--- src/rtl/mem_arbiter.sv ---
// mem_arbiter: serialises NUM_CH independent 1/2/4-byte read/write requests
// onto a single 8-bit RAM/IO port. Multi-byte reads are assembled and
// multi-byte writes are split, little-endian. Channel 0 has the highest
// fixed priority unless the MEM_ARB_RR_EN macro is defined, which selects
// round-robin arbitration. Both modes have identical latency.
module mem_arbiter #(
    parameter int NUM_CH     = 2,
    parameter int ADDR_WIDTH = 32,
    parameter int CH_W       = 1
) (
    input  logic                         clk_in,
    input  logic                         rst_in,
    input  logic                         rdy_in,
    input  logic                         flush,
    input  logic [NUM_CH-1:0]            req_valid,
    input  logic [NUM_CH-1:0]            req_wr,
    input  logic [2*NUM_CH-1:0]          req_size,
    input  logic [ADDR_WIDTH*NUM_CH-1:0] req_addr,
    input  logic [32*NUM_CH-1:0]         req_wdata,
    output logic [NUM_CH-1:0]            ack,
    output logic [31:0]                  rdata,
    output logic                         busy,
    output logic [CH_W-1:0]              grant_ch,
    input  logic [7:0]                   mem_din,
    output logic [7:0]                   mem_dout,
    output logic [ADDR_WIDTH-1:0]        mem_a,
    output logic                         mem_wr,
    input  logic                         io_buffer_full
);

    typedef enum logic [1:0] {
        ST_IDLE,
        ST_RD,
        ST_WR,
        ST_ACK
    } state_t;

    state_t                r_state;
    logic [CH_W-1:0]       r_grantCh;
    logic [ADDR_WIDTH-1:0] r_baseAddr;
    logic [2:0]            r_nBytes;
    logic [2:0]            r_byteIdx;
    logic [31:0]           r_wdata;
    logic [31:0]           r_rdBuf;
    logic [31:0]           r_rdata;
`ifdef MEM_ARB_RR_EN
    logic [CH_W-1:0]       r_lastGrant;
`endif

    logic                  w_found;
    logic [CH_W-1:0]       w_selCh;
    logic                  w_selWr;
    logic [1:0]            w_selSize;
    logic [ADDR_WIDTH-1:0] w_selAddr;
    logic [31:0]           w_selWdata;
    int                    w_start;

    state_t                w_nextState;
    logic                  w_grant;
    logic                  w_capture;
    logic                  w_wrStrobe;
    logic [2:0]            w_idxNext;
    logic [ADDR_WIDTH-1:0] w_curAddr;
    logic [1:0]            w_capIdx;
    logic [31:0]           w_rdAssembled;

    function automatic logic [2:0] sizeToBytes(input logic [1:0] size);
        case (size)
            2'd0:    return 3'd1;
            2'd1:    return 3'd2;
            default: return 3'd4;
        endcase
    endfunction

    // Pick the requesting channel closest to the search start; start is 0 for fixed priority
    always_comb begin
        w_found    = 1'b0;
        w_selCh    = '0;
        w_selWr    = 1'b0;
        w_selSize  = '0;
        w_selAddr  = '0;
        w_selWdata = '0;
`ifdef MEM_ARB_RR_EN
        w_start    = (int'(r_lastGrant) + 1) % NUM_CH;
`else
        w_start    = 0;
`endif
        for (int pass = 0; pass < 2; pass++) begin
            for (int k = NUM_CH - 1; k >= 0; k--) begin
                if (req_valid[k] && ((pass == 0) ? (k < w_start) : (k >= w_start))) begin
                    w_found    = 1'b1;
                    w_selCh    = CH_W'(k);
                    w_selWr    = req_wr[k];
                    w_selSize  = req_size[2*k +: 2];
                    w_selAddr  = req_addr[ADDR_WIDTH*k +: ADDR_WIDTH];
                    w_selWdata = req_wdata[32*k +: 32];
                end
            end
        end
    end

    // Next state, memory port drive, ack pulse and datapath strobes
    always_comb begin
        w_nextState   = r_state;
        w_grant       = 1'b0;
        w_capture     = 1'b0;
        w_wrStrobe    = 1'b0;
        w_idxNext     = r_byteIdx;
        w_curAddr     = r_baseAddr + ADDR_WIDTH'(r_byteIdx);
        w_capIdx      = r_byteIdx[1:0] - 2'd1;
        w_rdAssembled = r_rdBuf;
        w_rdAssembled[{w_capIdx, 3'b000} +: 8] = mem_din;
        mem_a         = '0;
        mem_dout      = '0;
        ack           = '0;
        case (r_state)
            ST_IDLE: begin
                if (rdy_in && w_found && !flush) begin
                    w_grant = 1'b1;
                    mem_a   = w_selAddr;
                    if (w_selWr) begin
                        mem_dout = w_selWdata[7:0];
                        if (w_selAddr[17:16] == 2'b11 && io_buffer_full) begin
                            w_nextState = ST_WR;
                            w_idxNext   = 3'd0;
                        end else begin
                            w_wrStrobe  = 1'b1;
                            w_nextState = (sizeToBytes(w_selSize) == 3'd1) ? ST_ACK : ST_WR;
                            w_idxNext   = 3'd1;
                        end
                    end else begin
                        w_nextState = ST_RD;
                        w_idxNext   = 3'd1;
                    end
                end
            end
            ST_RD: begin
                if (flush) begin
                    w_nextState = ST_IDLE;
                    w_idxNext   = 3'd0;
                end else begin
                    w_capture = 1'b1;
                    if (r_byteIdx == r_nBytes) begin
                        w_nextState = ST_ACK;
                        w_idxNext   = 3'd0;
                    end else begin
                        mem_a     = w_curAddr;
                        w_idxNext = r_byteIdx + 3'd1;
                    end
                end
            end
            ST_WR: begin
                mem_a    = w_curAddr;
                mem_dout = r_wdata[{r_byteIdx[1:0], 3'b000} +: 8];
                if (!(w_curAddr[17:16] == 2'b11 && io_buffer_full)) begin
                    w_wrStrobe = 1'b1;
                    if (r_byteIdx == r_nBytes - 3'd1) begin
                        w_nextState = ST_ACK;
                        w_idxNext   = 3'd0;
                    end else begin
                        w_idxNext = r_byteIdx + 3'd1;
                    end
                end
            end
            ST_ACK: begin
                for (int k = 0; k < NUM_CH; k++) begin
                    if (CH_W'(k) == r_grantCh) begin
                        ack[k] = rdy_in;
                    end
                end
                w_nextState = ST_IDLE;
                w_idxNext   = 3'd0;
            end
            default: begin
                w_nextState = ST_IDLE;
                w_idxNext   = 3'd0;
            end
        endcase
    end

    assign mem_wr   = w_wrStrobe && rdy_in;
    assign busy     = (r_state == ST_RD) || (r_state == ST_WR);
    assign grant_ch = r_grantCh;
    assign rdata    = r_rdata;

    // State register; a low rdy_in freezes the machine
    always_ff @(posedge clk_in or posedge rst_in) begin
        if (rst_in) begin
            r_state <= ST_IDLE;
        end else if (rdy_in) begin
            r_state <= w_nextState;
        end
    end

    // Latch the granted request, step the byte index and assemble read bytes
    always_ff @(posedge clk_in or posedge rst_in) begin
        if (rst_in) begin
            r_grantCh  <= '0;
            r_baseAddr <= '0;
            r_nBytes   <= '0;
            r_byteIdx  <= '0;
            r_wdata    <= '0;
            r_rdBuf    <= '0;
            r_rdata    <= '0;
        end else if (rdy_in) begin
            r_byteIdx <= w_idxNext;
            if (w_grant) begin
                r_grantCh  <= w_selCh;
                r_baseAddr <= w_selAddr;
                r_nBytes   <= sizeToBytes(w_selSize);
                r_wdata    <= w_selWdata;
                r_rdBuf    <= '0;
            end
            if (w_capture) begin
                r_rdBuf <= w_rdAssembled;
                if (w_nextState == ST_ACK) begin
                    r_rdata <= w_rdAssembled;
                end
            end
        end
    end

`ifdef MEM_ARB_RR_EN
    // Remember the last granted channel so the next search starts just past it
    always_ff @(posedge clk_in or posedge rst_in) begin
        if (rst_in) begin
            r_lastGrant <= CH_W'(NUM_CH - 1);
        end else if (rdy_in && w_grant) begin
            r_lastGrant <= w_selCh;
        end
    end
`endif

endmodule

--- config.mk ---
export PLATFORM = sky130hd
export DESIGN_NAME = mem_arbiter
export DESIGN_NICKNAME = d
export VERILOG_FILES = /design/src/rtl/mem_arbiter.sv
export SDC_FILE = /design/constraint.sdc
export NUM_CORES = 1
export LEC_CHECK = 0
export CORE_ASPECT_RATIO = 2
export CORE_MARGIN = 3
export CORE_UTILIZATION = 42
export CTS_CLUSTER_DIAMETER = 50
export DETAILED_ROUTE_END_ITERATION = 10
export HOLD_SLACK_MARGIN = 0.12
export PLACE_DENSITY = 0.71
export SYNTH_ARGS = -nofsm -noshare
export SYNTH_HDL_FRONTEND = slang
export SYNTH_SLANG_ARGS = --single-unit
export TNS_END_PERCENT = 100
--- constraint.sdc ---
create_clock -name clk_in -period 8.7 [get_ports clk_in]
set_clock_uncertainty 0.1 [all_clocks]
set_input_delay 0.87 -clock clk_in [delete_from_list [all_inputs] [get_ports clk_in]]
set_output_delay 0.87 -clock clk_in [all_outputs]
set_load 0.1 [all_outputs]
==> results_dict.tcl, run 1 <==
set metrics [dict create \
    tightest_slew_ns 1.08 \
    final-max-slew-violation-count 0 \
    slowest_delay_ns 1.17 \
    clock_latency_ns 0.42 \
    post_layout_nonfiller_instances 1305 \
    cts_sinks 137 \
    routed_wirelength_mm 24.4 \
    ys_top_cells_by_area "sky130_fd_sc_hd__dfrtp_1 (42%), sky130_fd_sc_hd__nand2_1 (5.7%), sky130_fd_sc_hd__mux2_4 (5.5%)" \
    io_buffers 225 \
    critical_path_class "in -> out" \
    cts_htree_levels 4 \
    max_cap_viol_count 0 \
    grt_first_pass_wirelength_mm 39.2 \
    gr-usage-all-layers 0.233 \
    multiInputGateArea_um2 4230 \
    final.period_utilization 0.703 \
    synth_nets 1008 \
    cp_num_buf_inv 3 \
    synth.cells.most_frequent "sky130_fd_sc_hd__dfrtp_1 (137), sky130_fd_sc_hd__nand2_1 (124), sky130_fd_sc_hd__o21ai_0 (81), sky130_fd_sc_hd__a22oi_1 (57), sky130_fd_sc_hd__inv_1 (48)" \
    dpl_cell_area_um2 10500 \
    fill_cells 1680 \
    gr-total-overflow 0 \
    grt_setup_unrepaired "false" \
    initial_core_util 0.429 \
    fin_setup_tns_ns 0 \
    dp_worst_setup_slack_ns 2.58 \
    timing.final.hold_violations 0 \
    async_sr_flop_fraction 1.00 \
    cts.repair_timing.setup_buffer_count 0 \
    core_region_area_um2 18900 \
    leakagePower_nw 4.67 \
    max-slew-margin-rel 0.277 \
    maxClockFrequency_mhz 164 \
    cts.root.buffer_cell "sky130_fd_sc_hd__clkbuf_16" \
    critPathCaptureType "output port" \
    number_of_antenna_violations_at_the_first_check_in_global_routing 0 \
    finish.net_count 1202 \
    maximum_number_of_pins_on_one_net_before_global_route_repair 85 \
    gpl.final_weighted_congestion 0.826 \
    synth_top_area_frac 0.422 \
    fin_worst_hold_slack_ns 0.377 \
    ant_nets 0 \
    synth-seq-area-share 0.422 \
    detail_route.iter0.violations 420 \
    critical_path.startpoint "rdy_in" \
    routedWlPerCell_um 18.7 \
    postSynthCellCount 843 \
    synthMostInstantiatedCell "sky130_fd_sc_hd__dfrtp_1" \
    synth_enable_flop_cells 0 \
    tritoncts.num_buffers 17 \
    register_area_um2 3430 \
    drive_above_1_share 0.0990 \
    finish.instance_area_um2 11100 \
    dr_total_vias 7325 \
    die_height_um 203 \
    floorplan.io_pins 226 \
    via_count_normalized_by_instance_count 5.61 \
    critical_path.startpoint_type "primary input" \
    finalSetupViolations 0 \
    r2r-start "r_state[1]" \
    final_setup_margin_ns 2.59 \
    clock_tree_from_tritoncts "built" \
    pwr_density_cell_nw_per_um2 320 \
    antenna_cells_inserted 0 \
    timing.critical_path.mode_cell "sky130_fd_sc_hd__clkdlybuf4s50_1" \
    area_growth_syn_to_layout_pct 36.5 \
    detailed_place_hpwl_mm 17.7 \
    post-place-cells 1273 \
    hold_fix_buffers_cts 0 \
    slowest_stage "sky130_fd_sc_hd__clkdlybuf4s50_1" \
    num_rows 71 \
    timing.critical_path.fanout_max 48 \
    via_count_of_the_first_global_routing_pass 7496 \
    clk_path_buf_depth 2 \
    cts_resized 0 \
    post_synth_num_cell_types 70 \
    period_needed_ns 6.11 \
    r2r_setup_slack_ns 4.71 \
    avgSynthCellArea_um2 9.64 \
    power.ir.vdd_worst_v 0.000218 \
    status "finished clean" \
    yosys.area.top_type "sky130_fd_sc_hd__dfrtp_1" \
    die_area_um2 21100 \
    synthesis.area_um2 8120 \
    worst_ep_arrival_time_ns 5.14 \
    critical-path-top-delay-family "buffers and inverters" \
    startpoint_of_the_worst_hold_path "r_wdata[20]" \
    critical_path.cell_chain "clkdlybuf4s50_1, buf_4, nand2b_1, or3_4, nor2b_2, a22oi_1, o22ai_1, clkdlybuf4s50_1" \
    type_of_the_worst_min_delay_path "reg -> reg" \
    worst-endpoint-required_ns 7.73 \
    drt_pre_antenna_iters 5 \
    postSynth.topFlopCell "sky130_fd_sc_hd__dfrtp_1" \
    drc 0 \
    ys_seq_elements 137 \
    die_w_um 104 \
    ys_warn_count 0 \
    cts.clk_slew.worst_paths_ns 0.06 \
]
==> worst reg2reg max path, cell delays in order (launching register included) <==
cell and delay, ns:
sky130_fd_sc_hd__dfrtp_1 0.48, sky130_fd_sc_hd__inv_1 0.12, sky130_fd_sc_hd__ha_1 0.41, sky130_fd_sc_hd__inv_4 0.11, sky130_fd_sc_hd__or3_4 0.61, sky130_fd_sc_hd__buf_4 0.43, sky130_fd_sc_hd__a211oi_4 0.35, sky130_fd_sc_hd__o221ai_2 0.16
sky130_fd_sc_hd__a31oi_4 0.16, sky130_fd_sc_hd__buf_4 0.52, sky130_fd_sc_hd__mux2_2 0.42
==> area by class of cell <==
cell class                      instances  area share
Clock buffer                           18      0.0396
Clock inverter                         14      0.0146
Inverter                               49      0.0173
Multi-Input combinational cell        597       0.381
Sequential cell                       137       0.309
Tap cell                              255      0.0288
Timing Repair Buffer                  235       0.209
==> power breakdown <==
group / internal [mW] / leakage (nW) / total [mW] / switching (mW)
Clock: 0.436 / 0.290 / 0.737 / 0.301
Combinational: 0.568 / 2.56 / 1.85 / 1.28
Sequential: 0.802 / 1.82 / 0.966 / 0.164
Total: 1.81 / 4.67 / 3.55 / 1.74
==> kinds of logic after synthesis <==
family | Yosys count | synth area share
muxes | 42 | 0.0830
DFF | 137 | 0.422
AOI/OAI and AO/OA | 276 | 0.244
and+or+nand+nor | 231 | 0.130
buffers and inverters | 109 | 0.0596
xor gates and xnor gates | 32 | 0.0354
adders and majority gates | 16 | 0.0256
==> state kept, by name, summed over array words and instances, names as in the netlist <==
register and flops:
r_byteIdx 3, r_nBytes 3, grant_ch 1, r_state 2, r_wdata 32, rdata 32
r_baseAddr 32, r_rdBuf 32
==> placed cells by master (no fill, tap or decap), drive strengths merged, types with 9 or more instances in the layout <==
cell	instances
nand3	13
a22oi	57
buf	11
clkbuf	18
a21oi	26
nand2	124
o21ai	82
inv	54
nor2	39
o32ai	9
a22o	16
dfrtp	137
xor2	15
clkdlybuf4s50	224
a32o	34
a21o	24
mux2	33
nor3	10
xnor2	17
ha	15
==> stage by stage <==
stage	util	power, mW
after detailed placement	0.554	2.83
after CTS	0.586	3.57
after global placement	0.554	2.82
after global routing	0.586	3.74
final	0.586	3.55
after floorplan	-	2.34
==> path summary, 6_finish.rpt <==
path	end	cells past startpoint
worst max-delay path	mem_a[26]	8
worst min-delay path	r_wdata[20]	2
worst max register to register	rdata[31]	10
worst min register to register	r_wdata[20]	2
max in group asynchronous	r_state[0]	3
min in group asynchronous	r_rdBuf[21]	2
==> layer usage <==
layer | share of wire | GRT usage
met1 | 0.35 | 0.254
met2 | 0.56 | 0.441
met3 | 0.050 | 0.0407
met4 | 0.031 | 0.0918
met5 | 0 | 0
Power figures use the tool's default switching activity.
==> inputs of run 2 (changes only) <==
--- a/config.mk
+++ b/config.mk
@@ -11,7 +11,7 @@
 export CTS_CLUSTER_DIAMETER = 50
 export DETAILED_ROUTE_END_ITERATION = 10
 export HOLD_SLACK_MARGIN = 0.12
-export PLACE_DENSITY = 0.71
+export PLACE_DENSITY = 0.74
 export SYNTH_ARGS = -nofsm -noshare
 export SYNTH_HDL_FRONTEND = slang
 export SYNTH_SLANG_ARGS = --single-unit
==> constraint.sdc (replaced) <==
create_clock -name clk_in -period 5.6 [get_ports clk_in]
set_clock_uncertainty 0.1 [all_clocks]
set_input_delay 0.56 -clock clk_in [delete_from_list [all_inputs] [get_ports clk_in]]
set_output_delay 0.56 -clock clk_in [all_outputs]
set_load 0.1 [all_outputs]
==> run 2 against run 1 <==
Compared with the run above: count of clock-buffer cells in the layout increased by 1; die area unchanged; routed wire length down 0.65%; sequential power rose by 58%; power up 61%; non-clock buffer count rose by 2; final area up 1.5%; via count up 0.72%; hold slack worse by 0.0017 ns; largest cell class unchanged; highest routed layer unchanged.
==> results_dict.tcl, run 2 (synthesized netlist as in run 1, its figures left out) <==
set metrics [dict create \
    dp_worst_setup_slack_ns 1.55 \
    detail_route.iter0.violations 392 \
    max-slew-margin-rel 0.310 \
    grt_first_pass_wirelength_mm 39.1 \
    power.ir.vdd_worst_v 0.000307 \
    via_count_of_the_first_global_routing_pass 7563 \
    fin_setup_tns_ns 0 \
    final.period_utilization 0.782 \
    slowest_delay_ns 1.02 \
    floorplan.io_pins 226 \
    r2r_setup_slack_ns 1.75 \
    maxClockFrequency_mhz 228 \
    pwr_density_cell_nw_per_um2 509 \
    cp_num_buf_inv 1 \
    tritoncts.num_buffers 17 \
    worst-endpoint-required_ns 4.94 \
    critical-path-top-delay-family "flip-flops" \
    most-common-layout-cells "sky130_fd_sc_hd__clkdlybuf4s50_1 (183), sky130_fd_sc_hd__dfrtp_1 (137), sky130_fd_sc_hd__nand2_1 (124)" \
    type_of_the_worst_min_delay_path "reg -> reg" \
    tightest_slew_ns 1.03 \
    status "finished clean" \
    drc 0 \
    clock_tree_from_tritoncts "built" \
    cts.repair_timing.setup_buffer_count 0 \
    drive_above_1_share 0.139 \
    final-max-slew-violation-count 0 \
    critPathCaptureType "output port" \
    num_rows 71 \
    area_growth_syn_to_layout_pct 38.6 \
    cts_htree_levels 4 \
    routedWlPerCell_um 18.5 \
    drt_pre_antenna_iters 8 \
    antenna_cells_inserted 0 \
    critical_path.cell_chain "ha_1, a21o_1, a21oi_1, nor4_2, nand3_1, xor2_1, o32ai_1, buf_4" \
    via_count_normalized_by_instance_count 5.64 \
    grt_setup_unrepaired "false" \
    cts_resized 0 \
    mostFrequentLayoutCell "sky130_fd_sc_hd__clkdlybuf4s50_1" \
    cts.clk_slew.worst_paths_ns 0.06 \
    leakagePower_nw 4.83 \
    finish.net_count 1204 \
    cts.root.buffer_cell "sky130_fd_sc_hd__clkbuf_16" \
    detailed_place_hpwl_mm 17.7 \
    slowest_stage "sky130_fd_sc_hd__dfrtp_1" \
    final_setup_margin_ns 1.22 \
    ant_nets 0 \
    timing.final.hold_violations 0 \
    cts_sinks 137 \
    critical_path.startpoint_type "flop" \
    gr-total-overflow 0 \
    totalPowerFinal_mw 5.73 \
    maximum_number_of_pins_on_one_net_before_global_route_repair 93 \
    die_w_um 104 \
    hold_fix_buffers_cts 0 \
    period_needed_ns 4.38 \
    timing.critical_path.fanout_max 21 \
    clk_path_buf_depth 2 \
    dr_total_vias 7378 \
    critical_path_class "reg -> out" \
    core_region_area_um2 18900 \
    gpl.final_weighted_congestion 0.825 \
    clock_latency_ns 0.41 \
    io_buffers 225 \
    die_height_um 203 \
    initial_core_util 0.429 \
    number_of_antenna_violations_at_the_first_check_in_global_routing 0 \
    max_cap_viol_count 0 \
    core_utilization_of_the_finished_layout 0.595 \
    routed_wirelength_mm 24.2 \
    die_area_um2 21100 \
    finalSetupViolations 0 \
    worst_ep_arrival_time_ns 3.72 \
    gr-usage-all-layers 0.230 \
]
==> run 2: cell types whose count changed in the layout (fill, tap and decap cells not counted) <==
cell                              delta
sky130_fd_sc_hd__buf_12             +18
sky130_fd_sc_hd__clkinv_2            +1
sky130_fd_sc_hd__inv_6               -2
sky130_fd_sc_hd__clkbuf_1            +1
sky130_fd_sc_hd__clkinv_4            -2
sky130_fd_sc_hd__clkdlybuf4s50_1    -41
sky130_fd_sc_hd__bufinv_16           +2
sky130_fd_sc_hd__buf_4              +25
==> run 2: per-stage QoR <==
stage                     cell area [µm²]  hold WS [ns]  std cells
final                               11300         0.376       1307
after global routing                11300         0.394       1307
after CTS                           11300         0.377       1307
after detailed placement            10600         0.365       1275
after global placement              10600         0.355       1275
after floorplan                      8120         0.345        843
==> run 2: area by class of cell <==
cell class	count	area (µm²)
Fill cell	1597	7660
Multi-Input combinational cell	597	4230
Timing Repair Buffer	237	2460
Sequential cell	137	3430
Inverter	49	191
Clock inverter	13	191
Tap cell	255	319
Clock buffer	19	443
==> run 2: power by group <==
| group | leakage, nW | switching (mW) | internal (mW) |
|---|---|---|---|
| sequential | 1.82 | 0.283 | 1.25 |
| combinational | 2.70 | 1.99 | 0.993 |
| clock | 0.306 | 0.448 | 0.763 |
| total | 4.83 | 2.73 | 3.00 |
==> run 2: worst paths after layout <==
| check | start | to | depth (start not counted) |
|---|---|---|---|
| worst min-delay path | r_wdata[1] | r_wdata[1] | 1 |
| worst max register to register | r_byteIdx[0] | rdata[31] | 9 |
| max in group asynchronous | rst_in | rdata[15] | 3 |
| min in group asynchronous | rst_in | rdata[24] | 2 |
| worst min register to register | r_wdata[1] | r_wdata[1] | 1 |
| worst max-delay path | r_byteIdx[0] | mem_a[31] | 8 |
==> run 2: worst register-to-register path, cell delays in order, from the launching register on <==
cell	delay, ns
sky130_fd_sc_hd__dfrtp_1	0.76
sky130_fd_sc_hd__ha_1	0.44
sky130_fd_sc_hd__fa_1	0.44
sky130_fd_sc_hd__a21o_1	0.25
sky130_fd_sc_hd__nand4_4	0.17
sky130_fd_sc_hd__o32a_1	0.22
sky130_fd_sc_hd__o211ai_2	0.15
sky130_fd_sc_hd__a31oi_4	0.45
sky130_fd_sc_hd__buf_4	0.38
sky130_fd_sc_hd__mux2_2	0.38
==> run 2: per-layer routing <==
metal	GRT usage	wire length, µm
met1	0.245	8370
met2	0.436	13600
met3	0.0369	1280
met4	0.105	908
met5	0	0
==> inputs of run 3 (changes only) <==
==> constraint.sdc (replaced) <==
create_clock -name clk_in -period 3.55 [get_ports clk_in]
set_clock_uncertainty 0.1 [all_clocks]
set_input_delay 0.355 -clock clk_in [delete_from_list [all_inputs] [get_ports clk_in]]
set_output_delay 0.355 -clock clk_in [all_outputs]
set_load 0.1 [all_outputs]
==> run 3 against run 2 <==
Compared with the run above: power is 69% higher; hold slack worse by 0.083 ns; largest power group unchanged; flip-flop and latch count stayed put; critical path depth is 2 lower; critical endpoint is now mem_dout[1]; cell count is 1.4% higher; clock power is 75% higher.
==> results_dict.tcl, run 3 (synthesized netlist as in run 1, its figures left out) <==
set metrics [dict create \
    status "finished clean" \
    cts.clk_slew.worst_paths_ns 0.06 \
    worst-endpoint-required_ns 3.09 \
    power_frac_clock 0.219 \
    number_of_antenna_violations_at_the_first_check_in_global_routing 1 \
    floorplan.io_pins 226 \
    p_comb_frac 0.540 \
    critical_path.startpoint_type "flop" \
    drc 0 \
    via_count_normalized_by_instance_count 5.61 \
    finalSetupViolations 0 \
    final_setup_margin_ns 0.183 \
    power.internal_mw 5.26 \
    critPathCaptureType "output port" \
    tritoncts.num_buffers 17 \
    die_height_um 203 \
    fin_setup_tns_ns 0 \
    detailed_place_hpwl_mm 18.9 \
    grt_setup_unrepaired "false" \
    max_cap_viol_count 0 \
    gpl.final_weighted_congestion 0.859 \
    fill_cells 1549 \
    cts.root.buffer_cell "sky130_fd_sc_hd__clkbuf_16" \
    tightest_slew_ns 1.07 \
    min_path_cells 3 \
    cts_htree_levels 4 \
    timing.critical_path.fanout_max 19 \
    power.ir.vdd_worst_v 0.000576 \
    timing.final.hold_violations 0 \
    initial_core_util 0.429 \
    mostFrequentLayoutCell "sky130_fd_sc_hd__clkdlybuf4s50_1" \
    cts_resized 0 \
    drt_pre_antenna_iters 5 \
    hold_fix_buffers_cts 0 \
    final.period_utilization 0.948 \
    cts.repair_timing.setup_buffer_count 0 \
    dp_worst_setup_slack_ns 0.443 \
    pwr_density_cell_nw_per_um2 816 \
    seqPwrFrac 0.241 \
    area_growth_syn_to_layout_pct 46.0 \
    fin_worst_hold_slack_ns 0.292 \
    gr-usage-all-layers 0.239 \
    final-max-slew-violation-count 0 \
    most-common-layout-cells "sky130_fd_sc_hd__clkdlybuf4s50_1 (180), sky130_fd_sc_hd__dfrtp_1 (137), sky130_fd_sc_hd__nand2_1 (124)" \
    clock_latency_ns 0.42 \
    clock_tree_from_tritoncts "built" \
    maxClockFrequency_mhz 297 \
    detail_route.iter0.violations 365 \
    finish.net_count 1223 \
    type_of_the_worst_min_delay_path "in -> reg" \
    routed_wirelength_mm 25.2 \
    die_area_um2 21100 \
    p_sw_mw 4.43 \
    grt_first_pass_wirelength_mm 40.4 \
    io_buffers 225 \
    max-slew-margin-rel 0.283 \
    num_rows 71 \
    worst_ep_arrival_time_ns 2.91 \
    power_switching_share 0.457 \
    leakagePower_nw 5.07 \
    via_count_of_the_first_global_routing_pass 7738 \
    period_needed_ns 3.37 \
    critical_path_class "reg -> out" \
    gr-total-overflow 0 \
    ant_nets 0 \
    dr_total_vias 7432 \
    die_w_um 104 \
    core_utilization_of_the_finished_layout 0.627 \
    reg2regPathDepth 9 \
    clk_path_buf_depth 2 \
    maximum_number_of_pins_on_one_net_before_global_route_repair 48 \
    cts_sinks 137 \
    core_region_area_um2 18900 \
    drive_above_1_share 0.167 \
    routedWlPerCell_um 19.0 \
]
[run 3: changes by cell type in the layout (fill, tap and decap cells not counted), sizes merged]
cell / before / now
clkbuf: 19 / 17
clkinv: 4 / 2
clkdlybuf4s50: 183 / 180
buf: 54 / 76
clkinvlp: 2 / 1
diode: 0 / 1
bufinv: 4 / 7
[run 3: routing by layer]
metal  global-route usage  share of wire
met4                0.123          0.047
met2                0.449           0.55
met3               0.0468          0.053
met1                0.248           0.35
met5                    0              0
[run 3: critical path, cell delays in order, from the launching register on]
cell                      delay [ns]
sky130_fd_sc_hd__dfrtp_1        0.34
sky130_fd_sc_hd__buf_4          0.16
sky130_fd_sc_hd__ha_1           0.64
sky130_fd_sc_hd__nor2_1         0.20
sky130_fd_sc_hd__nor2_1         0.64
sky130_fd_sc_hd__a22o_1         0.31
sky130_fd_sc_hd__buf_12         0.19
[run 3: power groups by stage]
stage	combinational, mW	clock, mW	sequential [mW]
2_1_floorplan	3.28	0	2.49
3_3_place_gp	5.19	0	2.33
3_5_place_dp	5.23	0	2.35
4_1_cts	5.25	2.14	2.33
5_1_grt	5.52	2.21	2.39
6_report	5.23	2.12	2.34
[run 3: cell type report]
type | count | area [µm²] | area share
multi-input cells | 597 | 4290 | 0.361
flip-flops and latches | 137 | 3430 | 0.289
repair buffers | 256 | 2950 | 0.248
clock buffers | 17 | 425 | 0.0359
well taps | 255 | 319 | 0.0269
clock inverters | 13 | 265 | 0.0224
inverters | 49 | 190 | 0.0160
diodes | 1 | 2.50 | 0.000211
[run 3: final timing paths]
path,startpoint,end,slack (ns)
min in group asynchronous,rst_in,r_baseAddr[1],0.42
worst min register to register,r_wdata[21],r_wdata[21],0.38
worst max-delay path,r_state[1],mem_dout[1],0.18
worst min-delay path,req_valid[0],r_baseAddr[16],0.29
worst max register to register,r_baseAddr[0],rdata[31],0.58
max in group asynchronous,rst_in,r_wdata[8],2.16
[run 3: stage by stage]
step / power [mW] / cell area (µm²) / instances
finish: 9.68 / 11900 / 1325
global route: 10.1 / 11900 / 1325
CTS: 9.72 / 11900 / 1324
detailed placement: 7.58 / 11200 / 1294
global placement: 7.52 / 11200 / 1294
floorplan: 5.77 / 8190 / 843
